<file path="src/rtl/svca_mux.sv">
// svca_mux -- time-multiplexed multi-channel offset-binary VCA.
//
// One shared signed multiplier services CHANNELS voices per sample frame.
// A frame is started by sample_stb. The inputs are latched into shadow
// registers, and every channel's CV is slewed once. Each channel then goes
// through a two-stage multiply/rescale pipeline. The finished frame is
// published to out_bus in a single atomic update.
//
// Ports:
//   clk         system clock, rising edge
//   rst         synchronous reset, active high
//   sample_stb  one-cycle frame start request
//   in_bus      CHANNELS x WIDTH offset-binary audio, ch k at [k*WIDTH +: WIDTH]
//   cv_bus      CHANNELS x CV_WIDTH gain CVs, ch k at [k*CV_WIDTH +: CV_WIDTH]
//   out_bus     registered outputs, same packing as in_bus
//   out_valid   one-cycle pulse when out_bus holds a new frame
//   busy        high while a frame is in progress
//   overrun     one-cycle pulse when a strobe is dropped because busy

// Per-channel CV slew limiter: cv_s moves toward cv by (cv-cv_s)>>>SLEW_SHIFT
// per update, with a minimum step of 1 LSB so it always lands exactly on cv.
module svca_mux_lane #(
  parameter int CV_WIDTH   = 8,
  parameter int SLEW_SHIFT = 3
) (
  input  logic                clk,
  input  logic                rst,
  input  logic                upd,
  input  logic [CV_WIDTH-1:0] cv,
  output logic [CV_WIDTH-1:0] cv_s
);
  logic signed [CV_WIDTH:0] d;
  logic signed [CV_WIDTH:0] step;

  always_comb begin
    d    = $signed({1'b0, cv}) - $signed({1'b0, cv_s});
    step = d >>> SLEW_SHIFT;
    // Small differences would shift to zero and stall short of the target.
    if (d != 0 && step == 0)
      step = d[CV_WIDTH] ? '1 : (CV_WIDTH+1)'(1);
  end

  // The result always lies between cv_s and cv, so the modulo-2^CV_WIDTH add is exact.
  always_ff @(posedge clk) begin
    if (rst)      cv_s <= '0;
    else if (upd) cv_s <= cv_s + step[CV_WIDTH-1:0];
  end
endmodule

module svca_mux #(
  parameter int WIDTH      = 8,
  parameter int CV_WIDTH   = 8,
  parameter int CHANNELS   = 4,
  parameter int SLEW_SHIFT = 3
) (
  input  logic                         clk,
  input  logic                         rst,
  input  logic                         sample_stb,
  input  logic [CHANNELS*WIDTH-1:0]    in_bus,
  input  logic [CHANNELS*CV_WIDTH-1:0] cv_bus,
  output logic [CHANNELS*WIDTH-1:0]    out_bus,
  output logic                         out_valid,
  output logic                         busy,
  output logic                         overrun
);
  localparam int IDXW = (CHANNELS > 1) ? $clog2(CHANNELS) : 1;
  localparam int PW   = WIDTH + CV_WIDTH + 2;
  localparam logic [WIDTH-1:0] MID  = {1'b1, {(WIDTH-1){1'b0}}};
  localparam logic [IDXW-1:0]  LAST = IDXW'(CHANNELS-1);

  localparam logic [2:0] S_IDLE   = 3'd0;
  localparam logic [2:0] S_SMOOTH = 3'd1;
  localparam logic [2:0] S_RUN    = 3'd2;
  localparam logic [2:0] S_DRAIN  = 3'd3;
  localparam logic [2:0] S_DONE   = 3'd4;

  logic [2:0]                         state;
  logic [IDXW-1:0]                    idx;
  logic [CHANNELS-1:0][WIDTH-1:0]     in_sh;
  logic [CHANNELS-1:0][CV_WIDTH-1:0]  cv_sh;
  logic [CHANNELS-1:0][CV_WIDTH-1:0]  cv_s;
  logic [CHANNELS-1:0][WIDTH-1:0]     obuf;

  // Pipeline: stage 1 holds the product, and stage 2 writes obuf.
  logic                               s1_vld;
  logic [IDXW-1:0]                    s1_idx;
  logic signed [PW-1:0]               p;

  logic signed [WIDTH:0]              s_in;
  logic signed [CV_WIDTH:0]           s_cv;
  logic signed [PW-1:0]               prod;

  logic                               accept;

  // CV slewing happens once per frame, for all channels in parallel.
  for (genvar k = 0; k < CHANNELS; k++) begin : g_lane
    svca_mux_lane #(.CV_WIDTH(CV_WIDTH), .SLEW_SHIFT(SLEW_SHIFT)) u_lane (
      .clk  (clk),
      .rst  (rst),
      .upd  (state == S_SMOOTH),
      .cv   (cv_sh[k]),
      .cv_s (cv_s[k])
    );
  end

  always_comb begin
    s_in = $signed({1'b0, in_sh[idx]}) - $signed({1'b0, MID});
    s_cv = $signed({1'b0, cv_s[idx]});
    prod = PW'(s_in) * PW'(s_cv);
  end

  // A new frame is accepted when idle, and also in the publish cycle.
  // This allows strobes back to back at the minimum period.
  assign accept = sample_stb && (state == S_IDLE || state == S_DONE);

  always_ff @(posedge clk) begin
    if (rst) begin
      state     <= S_IDLE;
      idx       <= '0;
      in_sh     <= '0;
      cv_sh     <= '0;
      obuf      <= {CHANNELS{MID}};
      s1_vld    <= 1'b0;
      s1_idx    <= '0;
      p         <= '0;
      out_bus   <= {CHANNELS{MID}};
      out_valid <= 1'b0;
      busy      <= 1'b0;
      overrun   <= 1'b0;
    end else begin
      out_valid <= 1'b0;
      overrun   <= sample_stb && busy && !accept;

      s1_vld <= (state == S_RUN);
      s1_idx <= idx;
      p      <= prod;
      // Floor rescale back to offset binary. The magnitude is bounded, so no saturation is needed.
      if (s1_vld)
        obuf[s1_idx] <= WIDTH'((p >>> CV_WIDTH) + $signed(PW'(MID)));

      if (accept) begin
        in_sh <= in_bus;
        cv_sh <= cv_bus;
        busy  <= 1'b1;
      end

      case (state)
        S_IDLE:   if (accept) state <= S_SMOOTH;
        S_SMOOTH: begin
          idx   <= '0;
          state <= S_RUN;
        end
        S_RUN: begin
          if (idx == LAST) state <= S_DRAIN;
          else             idx   <= idx + 1'b1;
        end
        S_DRAIN:  state <= S_DONE;
        S_DONE: begin
          out_bus   <= obuf;
          out_valid <= 1'b1;
          if (accept) state <= S_SMOOTH;
          else begin
            busy  <= 1'b0;
            state <= S_IDLE;
          end
        end
        default:  state <= S_IDLE;
      endcase
    end
  end
endmodule

</file>
<file path="config.mk">
export PLATFORM = sky130hd
export DESIGN_NAME = svca_mux
export DESIGN_NICKNAME = d
export VERILOG_FILES = /design/src/rtl/svca_mux.sv
export SDC_FILE = /design/constraint.sdc
export NUM_CORES = 1
export LEC_CHECK = 0
export CAP_MARGIN = 40
export CORE_MARGIN = 3
export CORE_UTILIZATION = 50
export DETAILED_ROUTE_END_ITERATION = 8
export GPL_TIMING_DRIVEN = 0
export PLACE_DENSITY_LB_ADDON = 0.12
export SLEW_MARGIN = 0
export SYNTH_ARGS = -nofsm -noshare
export SYNTH_HDL_FRONTEND = slang
export SYNTH_SLANG_ARGS = --single-unit
</file>
<file path="constraint.sdc">
create_clock -name clk -period 7.2 [get_ports clk]
set_clock_uncertainty 0.15 [all_clocks]
set_input_delay 1.44 -clock clk [delete_from_list [all_inputs] [get_ports clk]]
set_output_delay 1.44 -clock clk [all_outputs]
set_load 0.03 [all_outputs]
</file>
# [Word level (Yosys, flattened, before mapping)]
# Index checks and enable logic that the tools add are counted.
# W data, S select, Z words.
[totals] word_cells=95 in_bits=67 register_bits=187 output_inout_bits=35
[classes] n_reduce_logical=22 magnitude_cmp=3 n_mul=1 eq_ne=8 muxes=25 addsub=11
[op_table] operator="$logic_not A32 Y1" count=4
[op_table] operator="$reduce_bool A32 Y1" count=4
[op_table] operator="$mux W8" count=11
[op_table] operator="$sub A8 B8 Y9" count=4
[op_table] operator="$add A8 B8 Y8" count=4
[op_table] operator="$bmux W8 S2" count=2
[op_table] operator="$bwmux W32" count=1
[op_table] operator="$demux W8 S2" count=1
[op_table] operator="$mul A9 B9 Y16" count=1
[op_table] operator="$pmux W3 S5" count=1
[op_table] operator="$sub A8 B8 Y9 const B" count=1
[op_table] operator="$add A8 B8 Y8 const B" count=1
[op_table] operator="$logic_and A1 B1 Y1" count=8
[op_table] operator="$eq A3 B2 Y1 const B" count=2
[op_table] operator="$lt A2 B3 Y1 const B" count=2
[op_table] operator="$mux W3" count=2
[op_table] operator="$mux W1" count=5
[op_table] operator="$ne A2 B2 Y1 const B" count=2
[op_table] operator="$pmux W2 S2" count=1
[op_table] operator="$reduce_and A2 Y1" count=2
[op_table] operator="$eq A3 B1 Y1 const B" count=1
[op_table] operator="$eq A3 B3 Y1 const B" count=1
[op_table] operator="$logic_not A3 Y1" count=1
[op_table] operator="$add A2 B1 Y2 const B" count=1
[op_table] operator="other kinds (7)" count=7

# [Depth between registers and ports, before layout]
[depth] word_depth=6 depth_mapped=20

# [By module]
# A second synthesis with hierarchy kept.
[hier_totals] hier_cells=1345 area_unflattened_um2=11686.2
[modules_own_cells] module="svca_mux" seq_area_each_um2=2942.8 cells_per_inst=913 instances=1 area_per_inst_um2=7932.6
[modules_own_cells] module="svca_mux_lane" seq_area_each_um2=160.2 cells_per_inst=108 instances=4 area_per_inst_um2=938.4

# [Least setup slack after synthesis]
# OpenSTA, ideal clock, no wires.
[synth_timing] path_kind="flip-flop to flip-flop" startpoint="register idx[0]" endpoint="register p[15]" setup_time_ps=64 arrival_time_ps=5443 stages_incl_launch_ff=20 synth_period_minus_slack_ps=5657 slack_ps=1543 path_cell_list="dfxtp_1 > buf_6 > clkbuf_1 > mux4_2 > nor2b_1 > fa_1 > inv_1 > fa_1 > inv_1 > fa_1 > inv_1 > fa_1 > inv_1 > ha_1 > a21oi_1 > inv_1 > o311ai_1 > o311ai_4 > or4_1 > nand4_1"
[synth_between] elab_chain_len=4 word_cells_on_any_way=6 classes_between="add/sub (1); mul (1); mux (4)"
[synth_lines] element="start, declared" line="78" rtl="logic [IDXW-1:0] idx;"
[synth_lines] element="start signal, assigned" line="155" rtl="else idx <= idx + 1'b1;"
[synth_lines] element="$bmux W8 S2" line="107" rtl="s_in = $signed({1'b0, in_sh[idx]}) - $signed({1'b0, MID});"
[synth_lines] element="$mux W8 (not written as such)" line="107"
[synth_lines] element="$sub A8 B8 Y9" line="107"
[synth_lines] element="$mul A9 B9 Y16 *" line="109" rtl="prod = PW'(s_in) * PW'(s_cv);"
[synth_lines] element="end signal, assigned" line="136" rtl="p <= prod;"
[synth_lines] element="end, declared" line="87" rtl="logic signed [PW-1:0] p;"
# Every way passes the cells marked *; elsewhere a longest branch is shown, timed or not. The select of a mux whose other input is x is not followed.
# A chain may end at the register's enable or synchronous reset.

# [Final worst setup path]
# Same ends and word-level chain as after synthesis.

==> impl_results.md <==
- Status: completed
- Final GP Congestion: 0.863
- Critical path fanouts, max: 10
- Non-Filler Instances: 1810
- Port Buffers: 101
- Final Hold Viols: 0
- CTS HTree Levels: 4
- Post-DR wirelength/cell: 16.0 um
- Minimum clock period after layout: 6.48 ns
- RSZ-0062 raised after global routing: false
- CP endpoint kind: flop
- Area Overhead vs Synth: 17.0%
- Worst hold slack: 0.302 ns
- Share of cells above drive strength 1: 0.0393
- Distinct cells, synth: 64
- Sequential area share after synthesis: 0.310
- Fin worst setup slack: 0.724 ns
- Max-Slew Margin vs Limit: 0.393
- Die area: approximately 0.025 mm2
- Longest Clk Path Bufs: 2
- Die Height: 158 um
- Min-delay src: in_sh[12]
- Commonest non-fill, non-tap cell in the layout: nand2_1
- Initial antenna violation count: 0
- CTS tree: built
- Power Density: 264 mW/mm2
- Leading area contributor after synthesis: dfxtp_1
- Post-synth top flop: dfxtp_1
- Max-cap violations: 0
- Hold-fix buffers, CTS: 0
- Launch point of the worst reg-to-reg path: idx[0]
- Setup WS pre-CTS: 0.706 ns
- Post-synth top area share: 0.310
- Crit share post-route: 0.899
- Slew @ Worst Pin: 0.908 ns
- Chip width: 158 um
- Number of nets in the layout: 1727
- First-iteration detailed-routing DRC count: 537
- Required time of the critical path: 7.42 ns
- Grt total ovfl: 0
- Leak Pwr: between 5 and 6 nW
- Num rows: 55
- Syn Area/Cell: 8.32 um2
- IO Count: approximately 100
- Commonest cells after routing, fill and taps aside: 296 x nand2_1, 179 x dfxtp_1, 162 x a21oi_1
- Fmax: 0.154 GHz
- CTS buffer count: 17
- Clk Latency, worst-skew pair: 0.45 ns
- Worst EP arrival: about 6.7 ns
- DR DRC count: 0
- Share of flip-flops with an asynchronous set or reset: 0
- Net Count, Synth: 1607
- Setup CP Type: flop to flop
- Post-Syn Area: 0.0116 mm2
- Antenna Diode Count: 0
- Clock Sinks: between 150 and 200
- Drt pass-1 iters: 4
- YS warnings: 0
- Worst R2R Path Depth: 20
- Vias: a little under 10000
- Initial Util: 0.510
- Setup violations, final: 0
- Core footprint: roughly 0.023 mm2
- Post-Route WL: between 20000 and 30000 um
- DRT antenna net count: 0
- Critical Path Source: idx[0]
- Type of origin of the critical path: flop
- Via-to-Cell Ratio: 5.37
- #FFs+latches synth: approximately 180
- Largest cells by area after synthesis: dfxtp_1 31%, fa_1 10%, ha_1 9.6%, nand2_1 9.6%, a21oi_1 7.0%
- Largest net degree at the start of global routing: 21
- Placed insts: approximately 1800
- Vias in the first global route: roughly 9600
- Reg-to-Reg End: p[15]
- First-pass GRT wire length: 47900 um
- GRT Total Usage: 0.242
- Clk slew on worst S/H paths: around 0.070 ns
- Post-synth EDFFs: 0
- Post-Synthesis Cells: 1392
- Postcts setup bufs: 0
- Worst reg2reg setup slack: 0.72 ns
- CTS resizes: 0
- Hold crit path type: flop to flop
- Root Driver: clkbuf_16
- Slew Viols, Final: 0
- Max VDD drop: 166 uV
- Setup TNS: 0 ns
- CP Capture Point: p[15]
- DP HPWL: around 23000 um
==> layout make-up <==
class / count / area [um2]
fillers: 2148 / 9160
multi-input cells: 1022 / 7260
flip-flops and latches: 179 / 3580
repair buffers: 101 / 1010
inverters: 133 / 499
clock buffers: 17 / 425
well taps: 285 / 357
plain buffers: 58 / 230
clock inverters: 15 / 176
==> power by group <==
| group | switching (W) | total, W | internal (W) |
|---|---|---|---|
| Clock | 0.000477 | 0.000949 | 0.000472 |
| Sequential | 0.0000892 | 0.00116 | 0.00107 |
| Combinational | 0.000831 | 0.00147 | 0.000643 |
| Total | 0.00140 | 0.00358 | 0.00218 |
==> worst min path at each step <==
stage                 endpoint  depth (start not counted)
floorplan           out_bus[0]                          2
global placement      in_sh[4]                          2
detailed placement   in_sh[12]                          2
CTS                  in_sh[12]                          2
global route           overrun                          2
finish               in_sh[12]                          2
==> synth_stat cells, drive strengths merged (3+ instances only) <==
cell type and instances:
a221o 3, nand4b 4, a21oi 162, nand2b 15, nor2 75, o21ai 33
o31ai 8, o21a 9, and2 45, nand3 24, nor3 16, and4 3
a21o 4, o311ai 6, ha 89, fa 59, o41ai 3, nor3b 3
mux2i 15, inv 133, mux4 17, or3 10, xnor2 19, nor2b 12
o211ai 4, or4 6, or2 7, o2111ai 3, nand3b 11, mux2 6
buf 8, xor2 17, o21bai 4, clkbuf 50, dfxtp 179, o31a 5
a211oi 7, o41a 3, a211o 3, a31o 3, nand2 297
==> stage by stage <==
step / util / area, um2 / power (W)
floorplan: - / 11600 / 0.00228
global placement: 0.570 / 12900 / 0.00261
detailed placement: 0.570 / 12900 / 0.00264
CTS: 0.596 / 13500 / 0.00360
global route: 0.596 / 13500 / 0.00387
finish: 0.596 / 13500 / 0.00358
==> worst max-delay path, stage by stage (launching register included) <==
cell and delay [ns]:
dfxtp_1 0.47, buf_6 0.24, clkbuf_1 0.55, mux4_2 0.54, nand2b_1 0.18, inv_1 0.10, fa_1 0.54, inv_1 0.12
fa_1 0.56, inv_1 0.07, fa_1 0.54, inv_1 0.06, fa_1 0.53, inv_1 0.04, ha_1 0.35, a21oi_1 0.20
inv_1 0.08, o311ai_1 0.40, o311ai_4 0.19, or4_1 0.42, nand4_1 0.09
==> state kept, by name, summed over array words and instances, names as in the netlist, 2 cells and up <==
signal,cells
s1_idx,2
obuf,32
g_lane.u_lane.cv_s,32
cv_sh,32
p,8
idx,2
state,3
out_bus,32
in_sh,32
==> logic make-up (layout without fill, tap and decap cells) <==
group,count (synthesis),after routing,synth area share
simple gates,533,533,0.208
compound gates,267,267,0.140
fa+ha+maj,148,148,0.198
flops,179,179,0.310
mux,38,38,0.0542
xor+xnor,36,36,0.0272
buf+inv,191,324,0.0630
==> layer usage <==
metal  part of all wire  track usage
met1               0.45        0.316
met2               0.49        0.415
met3              0.034       0.0385
met4              0.023       0.0692
met5                  0            0
(Power assumes the default switching activity.)
